`src/rtl/mips_pkg.sv`:
```
// Shared MIPS32 datapath constants and register-file types.
package mips_pkg;

    localparam int DW = 32;
    localparam int AW = 5;
    localparam int NUM_REGS = 1 << AW;

    localparam logic [AW-1:0] REG_ZERO = 5'd0;

    typedef logic [AW-1:0] reg_addr_t;
    typedef logic [DW-1:0] word_t;

endpackage

```
`src/rtl/bit32_zero.sv`:
```
// Constant-zero source for the hardwired $zero register read value.
module bit32_zero (
    output logic [31:0] value_o
);

    assign value_o = 32'h0000_0000;

endmodule

```
`src/rtl/sb_hazard.sv`:
```
// Source-operand hazard check against the pending-write scoreboard.
module sb_hazard
    import mips_pkg::*;
#(
    parameter int AW = mips_pkg::AW
) (
    input  logic [(1<<AW)-1:0] pend,
    input  logic [AW-1:0]      rs_addr,
    input  logic [AW-1:0]      rt_addr,
    input  logic               rs_used,
    input  logic               rt_used,
    input  logic               iss_valid,
    input  logic               wb_en,
    input  logic [AW-1:0]      wb_addr,
    output logic               stall,
    output logic               iss_fire
);

    logic hazard_rs;
    logic hazard_rt;

    // A write-back landing in the same cycle is forwarded, so it resolves the hazard.
    assign hazard_rs = rs_used & pend[rs_addr] & ~(wb_en & (wb_addr == rs_addr));
    assign hazard_rt = rt_used & pend[rt_addr] & ~(wb_en & (wb_addr == rt_addr));

    assign stall    = iss_valid & (hazard_rs | hazard_rt);
    assign iss_fire = iss_valid & ~stall;

endmodule

```
`src/rtl/reg_file_sb.sv`:
```
// MIPS32 register file with write-back bypass and a pending-write scoreboard
// that stalls issue on read-after-write hazards.
module reg_file_sb
    import mips_pkg::*;
#(
    parameter int DW = mips_pkg::DW,
    parameter int AW = mips_pkg::AW
) (
    input  logic                clk,
    input  logic                rst,
    input  logic [AW-1:0]       rs_addr,
    input  logic [AW-1:0]       rt_addr,
    input  logic                rs_used,
    input  logic                rt_used,
    output logic [DW-1:0]       rs_data,
    output logic [DW-1:0]       rt_data,
    input  logic                iss_valid,
    input  logic                iss_wr,
    input  logic [AW-1:0]       iss_dst,
    output logic                stall,
    output logic                iss_fire,
    input  logic                wb_en,
    input  logic [AW-1:0]       wb_addr,
    input  logic [DW-1:0]       wb_data,
    output logic [(1<<AW)-1:0]  pend
);

    localparam int NR = 1 << AW;

    logic [DW-1:0] regs_q [1:NR-1];
    logic [NR-1:0] pend_q;
    logic [NR-1:0] pend_d;
    logic [31:0]   zero_word;
    logic          wb_we;

    bit32_zero u_zero (
        .value_o (zero_word)
    );

    sb_hazard #(.AW(AW)) u_hazard (
        .pend      (pend_q),
        .rs_addr   (rs_addr),
        .rt_addr   (rt_addr),
        .rs_used   (rs_used),
        .rt_used   (rt_used),
        .iss_valid (iss_valid),
        .wb_en     (wb_en),
        .wb_addr   (wb_addr),
        .stall     (stall),
        .iss_fire  (iss_fire)
    );

    assign wb_we = wb_en & (wb_addr != AW'(REG_ZERO));

    // NOTE: the storage array is reset explicitly because reads after reset must return 0.
    always_ff @(posedge clk or posedge rst) begin
        if (rst) begin
            for (int i = 1; i < NR; i++) begin
                regs_q[i] <= '0;
            end
        end else if (wb_we) begin
            // NOTE: non-blocking so every flop samples pre-edge values.
            regs_q[wb_addr] <= wb_data;
        end
    end

    always_comb begin
        // NOTE: defaults first so no path through this block infers a latch.
        rs_data = regs_q[rs_addr];
        rt_data = regs_q[rt_addr];
        if (rs_addr == AW'(REG_ZERO)) begin
            rs_data = zero_word[DW-1:0];
        end else if (wb_en && (wb_addr == rs_addr)) begin
            rs_data = wb_data;
        end
        if (rt_addr == AW'(REG_ZERO)) begin
            rt_data = zero_word[DW-1:0];
        end else if (wb_en && (wb_addr == rt_addr)) begin
            rt_data = wb_data;
        end
    end

    // A new producer supersedes the completing one, so set is applied after clear.
    always_comb begin
        pend_d = pend_q;
        if (wb_en) begin
            pend_d[wb_addr] = 1'b0;
        end
        if (iss_fire && iss_wr) begin
            pend_d[iss_dst] = 1'b1;
        end
        pend_d[0] = 1'b0;
    end

    always_ff @(posedge clk or posedge rst) begin
        if (rst) begin
            pend_q <= '0;
        end else begin
            pend_q <= pend_d;
        end
    end

    assign pend = pend_q;

endmodule
```
`config.mk`:
```
export PLATFORM = sky130hd
export DESIGN_NAME = reg_file_sb
export DESIGN_NICKNAME = d
export VERILOG_FILES = /design/src/rtl/mips_pkg.sv /design/src/rtl/bit32_zero.sv /design/src/rtl/sb_hazard.sv /design/src/rtl/reg_file_sb.sv
export SDC_FILE = /design/constraint.sdc
export NUM_CORES = 2
export LEC_CHECK = 0
export BUFFER_PORTS_ARGS = -buffer_cell sky130_fd_sc_hd__buf_2
export CAP_MARGIN = 15
export CORE_MARGIN = 8
export CORE_UTILIZATION = 30
export DETAILED_ROUTE_END_ITERATION = 6
export GPL_ROUTABILITY_DRIVEN = 0
export SKIP_CTS_REPAIR_TIMING = 1
export SYNTH_ARGS = -nofsm -noshare
export SYNTH_HDL_FRONTEND = slang
export SYNTH_SLANG_ARGS = --single-unit
```
`constraint.sdc`:
```
create_clock -name clk -period 28.7 [get_ports clk]
set_clock_uncertainty 0.05 [all_clocks]
set_input_delay 1.435 -clock clk [delete_from_list [all_inputs] [get_ports clk]]
set_output_delay 1.435 -clock clk [all_outputs]
set_load 0.02 [all_outputs]
```
==> results.txt <==
Outcome: completed
Synth Warn #: 0
IO Port Bufs: 155
Nature of the critical path startpoint: primary input
Htree depth: 3
Final nets: 3678
Synthesis-to-layout area growth: 11.6%
Distinct cells, synth: 46
CP Data Required Time: 27220 ps
Synthesized area: 55700 um2
Comb pwr share: 0.227
Internal: 3.10 mW
Post-Layout Inst Area: 62200 um2
#FFs+latches synth: 1023
Synth area leaders: dfrtp_1, mux2_2, mux4_2
Placed inst area: 58700 um2
Worst-path clk slew: 60 ps
CP Class: in2out
Initial Utilization: 0.301
LEAKAGE: 26.2 nW
Max IR drop VDD: 0.0472 mV
DP Wirelength: 104 mm
DIE AREA: 200000 um2
Max Cap Violations: 0
Synth top area share: 0.460
Remaining antenna violation count after routing: 0
Share of layout cells above drive strength 1: 0.551
Die Wd: 447 um
Register area share after synthesis: 0.460
RSZ-0062 raised after global routing: false
Crit end category: primary output
Starting DRT DRC Count: 3241
GR Overflow Total: 0
Clock buffer depth: 3
Drt first pass iters: 5
Setup violators final: 0
Largest net degree at the start of global routing: 156
Critical Path AT: 5590 ps
Mapped Nets: 3753
Pwr/cell area: 69.5 nW/um2
First-pass GRT wire length: 271 mm
Die Ht: 447 um
Switching pwr: 1.22 mW
Vias per cell: 5.73
Pre-CTS setup slack: 21620 ps
Root buffer cell: clkbuf_16
Core area: 185000 um2
Seq pwr share: 0.447
Post-synth top cells: mux2_2, dfrtp_1, mux4_2, clkbuf_1, mux2i_1
Worst slew margin: 0.219
DRC violations left: 0
Number of I/O pins: 157
Ys async rst share: 1.00
Final WS setup: 21620 ps
Clock power frac: 0.326
Minimum clock period: 7080 ps
Final wirelength: 186 mm
Wire length per cell: 30.0 um
Min-Delay Path Class: reg2reg
Global-route usage over all layers: 0.182
Row Count: 158
Top FF cell, synth: dfrtp_1
Cell taking the most area after synthesis: dfrtp_1
Critical Path Fanout Max: 75
Vias in the first global route: 36800
Initial antenna violation count: 2
Post-synth EDFFs: 0
Worst-Skew Late Latency: 710 ps
CTS tree: built
Mean Syn Cell Area: 15.1 um2
Worst slew pin tran: 1170 ps
CTS buffer count: 100
Vias after detailed routing: 35500
Switching Fraction: 0.283
Maximum clock rate: 0.141 GHz
Fin. max-slew vios: 0
Clock Sink Count: 1023
Setup_tns: 0 ps
Fin crit share: 0.247
Final hold vios: 0
Most frequent cell after synthesis: mux2_2
Gate Count Post-Synth: 3694
[area by class of cell]
type | count | area (um2)
clock buffers | 145 | 3010
fillers | 17900 | 123000
diodes | 2 | 5.00
inverters | 40 | 154
multi-input cells | 2223 | 28400
clock inverters | 39 | 468
flip-flops and latches | 1023 | 25600
well taps | 2480 | 3100
repair buffers | 231 | 1470
[layout by cell type, fill, tap and decap left out, types with 22 or more instances in the layout]
| cell type | synthesis | layout |
|---|---|---|
| mux2i_1 | 123 | 123 |
| a221oi_1 | 33 | 33 |
| buf_2 | 109 | 148 |
| nor2_1 | 98 | 82 |
| a32o_1 | 24 | 24 |
| clkbuf_8 | 0 | 27 |
| nor3_1 | 42 | 42 |
| buf_4 | 12 | 69 |
| mux4_2 | 524 | 524 |
| o22ai_1 | 22 | 22 |
| dfrtp_1 | 1023 | 1023 |
| mux2_2 | 1068 | 1068 |
| clkbuf_16 | 0 | 103 |
| inv_1 | 40 | 39 |
| a22o_1 | 38 | 38 |
| nor4_1 | 25 | 25 |
| nand2_1 | 67 | 50 |
[routing by layer]
layer / global-route usage / up-vias / share of wire
li1: - / 14200 / -
met1: 0.227 / 19500 / 0.39
met2: 0.313 / 1322 / 0.50
met3: 0.0239 / 417 / 0.053
met4: 0.0877 / 0 / 0.054
met5: 0 / - / 0
[power by group through the flow]
stage	sequential, mW	clock, mW	combinational (mW)
floorplan	1.89	0	0.750
global route	1.97	1.49	1.04
global placement	1.93	0	0.963
finish	1.93	1.41	0.980
CTS	1.92	1.43	0.983
detailed placement	1.95	0	0.980
[sequential cells by signal, summed over array words and instances (netlist names)]
signal / flops
regs_q: 992
pend: 31
[cells by family after synthesis]
group                     after synthesis  share of synthesized area
other                                   1                  0.0000673
AOI/OAI and AO/OA                     220                     0.0300
and+or+nand+nor                       277                     0.0232
muxes                                1715                      0.450
buffers and inverters                 448                     0.0357
xor gates and xnor gates               10                    0.00157
DFF                                  1023                      0.460
[worst paths after layout]
| path | depth (start not counted) | start | slack, ps | end |
|---|---|---|---|---|
| max | 9 | rs_addr[0] | 21620 | rs_data[18] |
| max reg2reg | 6 | pend[12]$_DFF_PP0_ | 26210 | pend[28]$_DFF_PP0_ |
| min in group asynchronous | 2 | rst | 740 | regs_q[144]$_DFFE_PP0P_ |
| min | 1 | regs_q[689]$_DFFE_PP0P_ | 470 | regs_q[689]$_DFFE_PP0P_ |
| max in group asynchronous | 6 | rst | 23950 | regs_q[483]$_DFFE_PP0P_ |
| min reg2reg | 1 | regs_q[689]$_DFFE_PP0P_ | 470 | regs_q[689]$_DFFE_PP0P_ |
[critical path, stage by stage]
cell     delay (ps)
buf_8           600
buf_4           800
nor2b_4         340
buf_4           370
a22o_1          290
mux4_2          450
o21ai_0         680
o21ai_0         220
buf_2           220
[metrics by stage]
step	hold WS, ps	std cells	utilization	power [mW]
after floorplan	441	3694	-	2.64
after global placement	449	5991	0.317	2.89
after detailed placement	459	5995	0.317	2.93
after CTS	473	6179	0.336	4.34
after global routing	488	6183	0.336	4.49
final	472	6183	0.336	4.32
(Power assumes the default switching activity.)
